==> config.mk <==
export PLATFORM = sky130hd
export DESIGN_NAME = mb_sync_rx
export DESIGN_NICKNAME = d
export VERILOG_FILES = /design/src/rtl/mb_sync_rx.sv
export SDC_FILE = /design/constraint.sdc
export NUM_CORES = 1
export LEC_CHECK = 0
export ABC_AREA = 1
export CAP_MARGIN = 20
export CORE_AREA = 2 2 39 41
export CTS_CLUSTER_SIZE = 14
export DETAILED_ROUTE_END_ITERATION = 10
export DIE_AREA = 0 0 41 43
export PLACE_DENSITY = 0.69
export SYNTH_ARGS = -nofsm -noshare
export SYNTH_HDL_FRONTEND = slang
export SYNTH_SLANG_ARGS = --single-unit
==> constraint.sdc <==
create_clock -name i_clock -period 1.75 [get_ports i_clock]
set_input_delay 0.35 -clock i_clock [delete_from_list [all_inputs] [get_ports i_clock]]
set_output_delay 0.35 -clock i_clock [all_outputs]
set_load 0.05 [all_outputs]
==> src/rtl/mb_sync_rx.sv <==
// mb_sync_rx: destination half of a toggle req/ack multibit synchronizer.
// Only the 1-bit req level crosses through the synchronizer chain. The data bus
// is held stable by the source, so it is sampled directly when a req toggle arrives.
// Ports:
//    i_clock   destination clock, rising edge
//    i_reset   asynchronous active-low reset
//    i_data    source word, stable while a request is pending
//    i_req     asynchronous request level, one toggle per word
//    o_data    last captured word
//    o_valid   one-cycle pulse when o_data updates
//    o_ack     last accepted req level, returned to the source
//    i_parity  even parity of i_data (MB_SYNC_PARITY_EN only)
//    o_par_err parity mismatch at last capture (MB_SYNC_PARITY_EN only)
// Optional feature macro: MB_SYNC_PARITY_EN
module mb_sync_rx #(
   parameter int NB          = 8,
   parameter int SYNC_STAGES = 2
) (
   input  logic          i_clock,
   input  logic          i_reset,
   input  logic [NB-1:0] i_data,
   input  logic          i_req,
`ifdef MB_SYNC_PARITY_EN
   input  logic          i_parity,
   output logic          o_par_err,
`endif
   output logic [NB-1:0] o_data,
   output logic          o_valid,
   output logic          o_ack
);
   logic [SYNC_STAGES-1:0] sync_q, sync_d;
   logic                   req_prev_q, req_prev_d;
   logic [NB-1:0]          data_q, data_d;
   logic                   valid_q, valid_d;
   logic                   ack_q, ack_d;
   logic                   req_sync, req_edge;
`ifdef MB_SYNC_PARITY_EN
   logic                   par_err_q, par_err_d;
`endif
   assign req_sync = sync_q[SYNC_STAGES-1];
   // either toggle direction is a new request
   assign req_edge = req_sync ^ req_prev_q;
   always_comb begin
      sync_d     = {sync_q[SYNC_STAGES-2:0], i_req};
      req_prev_d = req_sync;
      data_d     = req_edge ? i_data : data_q;
      valid_d    = req_edge;
      ack_d      = req_edge ? req_sync : ack_q;
`ifdef MB_SYNC_PARITY_EN
      par_err_d  = req_edge ? ((^i_data) != i_parity) : par_err_q;
`endif
   end
   always_ff @(posedge i_clock or negedge i_reset) begin
      if (!i_reset) begin
         sync_q     <= '0;
         req_prev_q <= 1'b0;
         data_q     <= '0;
         valid_q    <= 1'b0;
         ack_q      <= 1'b0;
`ifdef MB_SYNC_PARITY_EN
         par_err_q  <= 1'b0;
`endif
      end else begin
         sync_q     <= sync_d;
         req_prev_q <= req_prev_d;
         data_q     <= data_d;
         valid_q    <= valid_d;
         ack_q      <= ack_d;
`ifdef MB_SYNC_PARITY_EN
         par_err_q  <= par_err_d;
`endif
      end
   end
   assign o_data  = data_q;
   assign o_valid = valid_q;
   assign o_ack   = ack_q;
`ifdef MB_SYNC_PARITY_EN
   assign o_par_err = par_err_q;
`endif
endmodule

==> key figures, run 1 <==
Die
  – Die outline height: 43 um
  – Die X: 41 um
  – Die Outline Area: 1760 sq um
  – I/O pins: 21
  – Number of rows created at floorplan: 14
  – Placeable core area: 1380 sq um
  – Starting utilization of the core area: 33.6%

Power and ir drop
  – PnR Total Power: 0.741 mW
  – Worst IR drop on VDD: 0.455 mV
  – Power Dens Cells: 1090 nW/um^2
  – Leak: 0.354 nW

STA
  – Fmax: 0.830 GHz
  – Final hold violation count: 0
  – Transition time of the tightest slew-check pin: 0.582 ns
  – Final period demand of the worst path: 1.20 ns
  – Post-Route Skew: 0.000238 ns
  – Pins Over Slew Limit: 0
  – Final setup violation count: 0
  – Setup TNS after final layout: 0 ns
  – Slack of the critical path: 0.545 ns
  – Worst slew slack as a fraction of its limit: 61.1%
  – Setup repair after global routing missed its margin: no
  – Post-Route Hold Slack: 0.352 ns
  – Final cycle utilization of the critical path: 68.8%

Synth
  – Post-synthesis sequential area ratio: 69.9%
  – Cell type with the largest total area after synthesis: dfrtp_1
  – Yosys synthesis warning count: 0
  – Leading post-synthesis cells by cell area: dfrtp_1 70%, nand2_1 15%, nand3_1 9.7%
  – Post-synthesis average cell area: 10.3 sq um
  – Yosys top cell area share: 69.9%
  – Cells after synthesis: 45
  – Post-synth cell types: 6
  – Mapped Nets: 56
  – Yosys reg bits: 13
  – Post-synthesis instance area: 465 sq um

Critical path
  – Worst path depth: 1
  – Top delay family on crit path: flip-flops
  – WS Path Type: register to output pin
  – Worst Path Arrival: 0.85 ns
  – Buffers & Inverters on Critical Path: 1
  – Required time at the worst-slack endpoint: 1.40 ns
  – CP Launch Type: register
  – Slowest CP cell: dfrtp_1
  – Worst setup EP type: output pin
  – Largest fanout on the critical path: 2
  – Number of cells on the worst reg-to-reg path: 4
  – Critical Path, Cell by Cell: buf_4
  – CP peak stage delay: 0.39 ns

Finish
  – Final standard cell count with taps included and fillers excluded: 84
  – Ant. Diodes: 0
  – Final standard cell area without fillers: 679 sq um
  – Fraction of final layout cells with drive strength greater than 1: 22.1%
  – Post-layout utilization of the core: 49.1%
  – Net count, final: 80
  – Synthesis-to-finish area growth: 46.0%

Placed design
  – Cell count after placement: 80
  – I/O Buffers: 20
  – Post-detailed-placement cell area: 653 sq um
  – GPL Wtd Cong: 0.681
  – Dpl ws: 0.585 ns
  – Estimated wirelength of the detail-placed design: 649 um

Worst hold path
  – Min-Delay Path Class: register to register
  – Worst hold path cell count: 0

Clocking
  – Clock tree sinks: 13
  – Clock-pin slew on the worst setup and hold paths: 0.07 ns
  – CTS buffer count: 3
  – Max clock buf depth: 2
  – Number of levels the H-tree was split into: 1
  – Buffers inserted by post-CTS timing repair: 0
  – Number of hold-repair buffers added at the cts stage: 0
  – CTS root buf: clkbuf_4
  – Latest clock arrival within the worst-skew pair: 0.27 ns
  – Total of cells resized after clock tree synthesis: 0
  – CTS tree: yes

Global route
  – Initial antenna violation count: 0
  – Met2 routing resource usage after global routing: 17.8%
  – Residual overflow from global routing: 0
  – Gr busiest metal: met2
  – GR Layer Usage met1: 13.0%
  – GRT Resource Usage Total: 11.9%
  – Pin count of the biggest net entering global routing: 14
  – Met3 GRT Util: 1.57%
  – First-pass GRT wire length: 1360 um
  – Number of global-route vias before repair: 348

Job
  – Max_cap viols: 0

Routing
  – Initial drt markers: 4
  – Wire length per cell: 11.1 um
  – Wire length after detailed routing: 930 um
  – Post-detailed-route count of antenna-violating nets: 0
  – DRC: 0
  – Routed via count: 370
  – Detailed-routing iteration count for the pre-antenna-repair pass: 2
  – DR vias/cell: 4.40

Run status
  – Outcome: complete, no violations
==> cells by family (layout without fill, tap and decap cells) <==
family / count (synthesis) / count (layout) / synth area share (%)
flip-flops: 13 / 13 / 69.9
AND/OR/NAND/NOR: 29 / 29 / 26.9
buffers and inverters: 3 / 26 / 3.23
==> layout make-up <==
cell class | count | area [sq um]
Clock buffer | 4 | 26.3
Fill cell | 132 | 704
Sequential cell | 13 | 325
Multi-Input combinational cell | 29 | 125
Timing Repair Buffer | 20 | 175
Inverter | 2 | 7.51
Tap cell | 16 | 20.0
==> registers in the layout, indices dropped and copies added (netlist names) <==
register	cells
sync_q	2
req_prev_q	1
o_ack	1
o_data	8
o_valid	1
==> synthesized netlist by cell type (all sizes together) <==
cell / number
nand2: 20
dfrtp: 13
nand3: 9
inv: 2
buf: 1
==> per-layer routing <==
layer  routed length [um]  part of all wire [%]  vias to the layer above
met1                  406                    44                      167
met4                   14                   1.5                        0
li1                     -                     -                      187
met2                  461                    50                       14
met3                   48                   5.2                        2
met5                    0                     0                        -
==> worst reg2reg max path, cell delays in order, from the launching register on <==
cell	delay (ns)
dfrtp_1	0.40
nand2_1	0.29
nand2_2	0.21
nand2_1	0.11
nand2_1	0.05
==> path summary, 6_finish.rpt <==
path                                start   endpoint  slack [ns]
min in group asynchronous         i_reset  o_data[4]        0.45
worst min register to register  sync_q[0]  sync_q[1]        0.35
worst min-delay path            sync_q[0]  sync_q[1]        0.35
worst max-delay path                o_ack      o_ack        0.55
max in group asynchronous         i_reset  o_data[0]        0.93
worst max register to register  sync_q[1]  o_data[4]        0.59
==> where the power goes <==
part           switching (mW)  internal, mW  leakage, nW
sequential             0.0164         0.331        0.156
combinational           0.144        0.0698        0.183
clock                  0.0917        0.0883       0.0150
total                   0.252         0.489        0.354
==> cell usage in the layout, fill, tap and decap left out, drive strengths merged <==
master,count
buf,10
clkbuf,4
clkdlybuf4s50,10
dfrtp,13
inv,2
nand2,20
nand3,9
No activity file was read; power rests on OpenSTA's default activity.
==> run 2: changes to the inputs <==
--- a/config.mk
+++ b/config.mk
@@ -7,10 +7,10 @@
 export LEC_CHECK = 0
 export ABC_AREA = 1
 export CAP_MARGIN = 20
-export CORE_AREA = 2 2 39 41
+export CORE_AREA = 2 2 40 42
 export CTS_CLUSTER_SIZE = 14
 export DETAILED_ROUTE_END_ITERATION = 10
-export DIE_AREA = 0 0 41 43
+export DIE_AREA = 0 0 42 44
 export PLACE_DENSITY = 0.69
 export SYNTH_ARGS = -nofsm -noshare
 export SYNTH_HDL_FRONTEND = slang
==> constraint.sdc (replaced) <==
create_clock -name i_clock -period 1.1 [get_ports i_clock]
set_input_delay 0.22 -clock i_clock [delete_from_list [all_inputs] [get_ports i_clock]]
set_output_delay 0.22 -clock i_clock [all_outputs]
set_load 0.05 [all_outputs]
==> run 2 against run 1 <==
The run now ends with setup timing left. Total power grew 80%. First-iteration DRC count rose by 100%. Combinational power rose by 120%. Register-to-register slack lost 0.48 ns. Non-clock buffer count increased by 4. Clock skew is 0.0027 ns higher. Utilization increased by 9.8 points. Clock-buffer cell count is 1 lower. Critical path type unchanged. Largest cell class is now non-clock buffers. Largest power group unchanged.
==> key figures, run 2 (synthesized netlist as in run 1, its figures left out) <==
Finish
  – Highest-count cells in the layout ignoring fill and taps: 18 x nand2_1, 13 x dfrtp_1, 10 x clkdlybuf4s50_1, 10 x buf_12, 9 x nand3_1
  – Fraction of final layout cells with drive strength greater than 1: 27.8%
  – Final standard cell area without fillers: 836 sq um
  – Net count, final: 84
  – Leading cell type in the layout, fill and taps excluded: nand2_1
  – Synthesis-to-finish area growth: 79.6%
  – Register cell area after layout: 325 sq um
  – Filler cell count in the final layout: 124
  – Footprint of the multi-input gates: 125 sq um
  – Largest register FFs: 8
  – Ant. Diodes: 0

Critical path
  – CP Launch Type: register
  – Required time at the worst-slack endpoint: 0.88 ns
  – CP peak stage delay: 0.43 ns
  – Worst Path Arrival: 0.88 ns
  – Largest fanout on the critical path: 2
  – Worst setup EP type: output pin
  – Critical Path, Cell by Cell: buf_12
  – WS Path Type: register to output pin
  – Buffers & Inverters on Critical Path: 1
  – Slowest CP cell: dfrtp_1
  – Top delay family on crit path: flip-flops

STA
  – Post-Route Skew: 0.00291 ns
  – Setup repair after global routing missed its margin: yes
  – Transition time of the tightest slew-check pin: 0.198 ns
  – Worst slew slack as a fraction of its limit: 86.7%
  – Final cycle utilization of the critical path: 100%
  – Setup TNS after final layout: -0.00182 ns
  – Fmax: 0.908 GHz
  – Post-Route Hold Slack: 0.235 ns
  – Final hold violation count: 0
  – Pins Over Slew Limit: 0
  – Slack of the critical path: -0.00182 ns
  – Final period demand of the worst path: 1.10 ns
  – Final setup violation count: 1

Clocking
  – Max clock buf depth: 2
  – CTS tree: yes
  – Number of hold-repair buffers added at the cts stage: 0
  – Latest clock arrival within the worst-skew pair: 0.28 ns
  – Clock-pin slew on the worst setup and hold paths: 0.08 ns
  – Clock tree sinks: 13
  – CTS buffer count: 3
  – Number of levels the H-tree was split into: 1
  – CTS root buf: clkbuf_4

Die
  – Die X: 42 um
  – Die outline height: 44 um
  – Die Outline Area: 1850 sq um
  – I/O pins: 21
  – Number of rows created at floorplan: 14
  – Starting utilization of the core area: 32.8%
  – Placeable core area: 1420 sq um

Run status
  – Outcome: complete, but fails checks
  – Violations in the final reports: setup timing

Routing
  – DRC: 0
  – Initial drt markers: 8
  – Post-detailed-route count of antenna-violating nets: 0
  – Detailed-routing iteration count for the pre-antenna-repair pass: 3
  – Routed via count: 403
  – DR vias/cell: 4.58
  – Wire length after detailed routing: 938 um
  – Wire length per cell: 10.7 um

Worst hold path
  – Min-Delay Path Class: input pin to asynchronous set/reset pin

Global route
  – GRT Resource Usage Total: 11.4%
  – Residual overflow from global routing: 0
  – Initial antenna violation count: 0
  – First-pass GRT wire length: 1490 um
  – Number of global-route vias before repair: 359
  – Pin count of the biggest net entering global routing: 14

Placed design
  – Post-detailed-placement cell area: 801 sq um
  – GPL Wtd Cong: 0.681
  – Estimated wirelength of the detail-placed design: 735 um
  – I/O Buffers: 20
  – Dpl ws: 0.115 ns

Power and ir drop
  – Leak: 0.418 nW
  – Worst IR drop on VDD: 0.932 mV
  – Power Dens Cells: 1600 nW/um^2
  – PnR Total Power: 1.34 mW

Job
  – Max_cap viols: 0
==> run 2: final cells by class <==
type	count	area share (%)
Inverter	2	0.898
Clock inverter	1	0.599
Tap cell	16	2.40
Timing Repair Buffer	24	39.5
Clock buffer	3	2.69
Sequential cell	13	38.9
Multi-Input combinational cell	29	15.0
==> run 2: final timing paths <==
kind	startpoint	end	slack, ns	cells past startpoint
worst max-delay path	o_ack	o_ack	-0.002	1
worst min-delay path	i_reset	o_data[5]	0.24	2
worst max register to register	req_prev_q	o_data[7]	0.11	5
worst min register to register	sync_q[0]	sync_q[1]	0.35	0
max in group asynchronous	i_reset	req_prev_q	0.71	2
min in group i_clock	sync_q[0]	sync_q[1]	0.35	0
==> run 2: stage by stage <==
step	util, %	cells
after floorplan	-	45
after global placement	56.4	83
after detailed placement	56.4	83
after CTS	58.4	87
after global routing	58.9	88
final	58.9	88
==> run 2: timing repair <==
item                       in CTS  in global routing
setup endpoints to repair       1                  5
resized for setup               0                  0
setup buffers                   0                  1
==> run 2: power by group <==
part           leakage, nW  internal (mW)  switching, mW
sequential           0.156          0.527         0.0546
combinational        0.244          0.232          0.230
clock               0.0177          0.135          0.156
total                0.418          0.894          0.441
==> run 2: layer usage <==
metal / wire length (um) / GRT usage, %
met3: 76 / 3.33
met5: 0 / 0
met1: 395 / 13.5
met2: 436 / 17.2
met4: 29 / 9.68
==> run 3: changes to the inputs <==
--- a/config.mk
+++ b/config.mk
@@ -12,6 +12,7 @@
 export DETAILED_ROUTE_END_ITERATION = 10
 export DIE_AREA = 0 0 42 44
 export PLACE_DENSITY = 0.69
+export REMOVE_ABC_BUFFERS = 1
 export SYNTH_ARGS = -nofsm -noshare
 export SYNTH_HDL_FRONTEND = slang
 export SYNTH_SLANG_ARGS = --single-unit
==> run 3 against run 2 <==
The flow now finishes without violations. Maximum frequency is 2.0% higher. Cell area is 2.4% higher. Sequential share of layout area is 0.91 points lower. Total power is 0.72% higher. Combinational power is 4% higher. Clock power is 2% lower. Non-clock buffer count is 2 higher. Clock skew is 0.0029 ns higher. Hold slack better by 0.0017 ns. Critical endpoint is now o_data[4]. Largest power group unchanged.
==> key figures, run 3 (synthesized netlist as in run 1, its figures left out) <==
Run status
  – Outcome: complete, no violations

Die
  – Number of rows created at floorplan: 14
  – Die X: 42 um
  – Placeable core area: 1420 sq um
  – Die Outline Area: 1850 sq um
  – Die outline height: 44 um
  – Starting utilization of the core area: 32.8%
  – I/O pins: 21

Routing
  – Wire length after detailed routing: 1010 um
  – Initial drt markers: 3
  – DRC: 0
  – DR vias/cell: 4.46
  – Detailed-routing iteration count for the pre-antenna-repair pass: 4
  – Routed via count: 401
  – Wire length per cell: 11.2 um
  – Post-detailed-route count of antenna-violating nets: 0

STA
  – Post-Route Skew: 0.00577 ns
  – Final setup violation count: 0
  – Fmax: 0.926 GHz
  – Final hold violation count: 0
  – Final period demand of the worst path: 1.08 ns
  – Transition time of the tightest slew-check pin: 0.193 ns
  – Setup repair after global routing missed its margin: yes
  – Final cycle utilization of the critical path: 98.2%
  – Pins Over Slew Limit: 0
  – Worst slew slack as a fraction of its limit: 87.1%

Global route
  – Pin count of the biggest net entering global routing: 14
  – Initial antenna violation count: 0
  – First-pass GRT wire length: 1750 um
  – Residual overflow from global routing: 0
  – Number of global-route vias before repair: 377
  – GRT Resource Usage Total: 13.4%

Power and ir drop
  – Switch share: 32.7%
  – Power share of the sequential group: 43.1%
  – Worst IR drop on VDD: 0.854 mV
  – Part of the power in the clock network: 21.2%
  – Pint: 0.905 mW
  – Leak: 0.432 nW
  – Combinational cell fraction of total power: 35.7%
  – Power Dens Cells: 1570 nW/um^2
  – Net Switching: 0.439 mW

Job
  – Max_cap viols: 0

Finish
  – Net count, final: 86
  – Fraction of final layout cells with drive strength greater than 1: 29.7%
  – Final standard cell area without fillers: 856 sq um
  – Largest register FFs: 8
  – Synthesis-to-finish area growth: 83.9%
  – Filler cell count in the final layout: 116
  – Ant. Diodes: 0
  – Final standard cell count with taps included and fillers excluded: 90
  – Leading cell type in the layout, fill and taps excluded: nand2_1
  – Highest-count cells in the layout ignoring fill and taps: 18 x nand2_1, 13 x dfrtp_1, 10 x clkdlybuf4s50_1, 10 x buf_12, 9 x nand3_1

Clocking
  – Latest clock arrival within the worst-skew pair: 0.27 ns
  – Number of levels the H-tree was split into: 1
  – Clock tree sinks: 13
  – Clock-pin slew on the worst setup and hold paths: 0.08 ns
  – CTS tree: yes
  – CTS buffer count: 3
  – CTS root buf: clkbuf_4
  – Max clock buf depth: 2

Critical path
  – Buffers & Inverters on Critical Path: 1
  – WS Path Type: register to output pin
  – Largest fanout on the critical path: 2
  – CP peak stage delay: 0.42 ns
  – Critical Path, Cell by Cell: buf_12
  – Worst setup EP type: output pin
  – Required time at the worst-slack endpoint: 0.88 ns
  – Worst Path Arrival: 0.86 ns
  – Top delay family on crit path: flip-flops
  – CP Launch Type: register
  – Slowest CP cell: dfrtp_1

Placed design
  – Post-detailed-placement cell area: 801 sq um
  – Estimated wirelength of the detail-placed design: 752 um
  – Cell count after placement: 83
  – GPL Wtd Cong: 0.745
  – I/O Buffers: 20

Worst hold path
  – Min-Delay Path Class: input pin to asynchronous set/reset pin
-- run 3: cell types whose count changed in the layout (fill, tap and decap cells not counted), sizes merged --
cell	delta
buf	+2
-- run 3: layout make-up --
class	count	area, sq um	area share [%]
well taps	16	20.0	2.34
inverters	2	7.51	0.877
clock inverters	1	5.00	0.585
clock buffers	3	22.5	2.63
flip-flops and latches	13	325	38.0
multi-input cells	29	130	15.2
repair buffers	26	345	40.4
-- run 3: worst paths after layout --
check / start / end / slack (ns) / cells past startpoint
max: o_data[4] / o_data[4] / 0.02 / 1
max reg2reg: req_prev_q / o_data[6] / 0.08 / 5
max in group asynchronous: i_reset / o_ack / 0.70 / 2
min: i_reset / o_data[4] / 0.24 / 2
min in group i_clock: sync_q[0] / sync_q[1] / 0.36 / 0
min reg2reg: sync_q[0] / sync_q[1] / 0.36 / 0
-- run 3: repair_timing --
item                                    in CTS  in global routing
gates resized for setup                      0                  1
endpoints found under the setup margin       0                 17
hold buffers                                 0                  0
buffers inserted                             0                  3
hold endpoints to repair                     0                  0
-- run 3: power groups by stage --
stage / sequential (mW) / clock (mW) / combinational, mW
after floorplan: 0.717 / 0 / 0.0545
after CTS: 0.582 / 0.295 / 0.463
after global placement: 0.589 / 0 / 0.456
after detailed placement: 0.590 / 0 / 0.462
after global routing: 0.587 / 0.335 / 0.504
final: 0.580 / 0.285 / 0.480
-- run 3: layer usage --
metal	global-route usage (%)	vias up	wire (um)
met1	15.2	175	412
met4	7.74	0	5
li1	-	203	-
met2	20.6	21	501
met3	6.67	2	86
met5	0	-	0
-- run 3: stage by stage --
step	hold slack, ns	total power [mW]	utilization [%]	setup TNS (ns)	setup slack [ns]
after global routing	0.237	1.43	60.3	-0.134	-0.0345
final	0.237	1.34	60.3	0	0.0201
after CTS	0.242	1.34	58.4	0	0.00516
after detailed placement	0.336	1.05	56.4	0	0.0561
after global placement	0.335	1.05	56.4	0	0.119
after floorplan	-0.0756	0.771	-	0	0.134
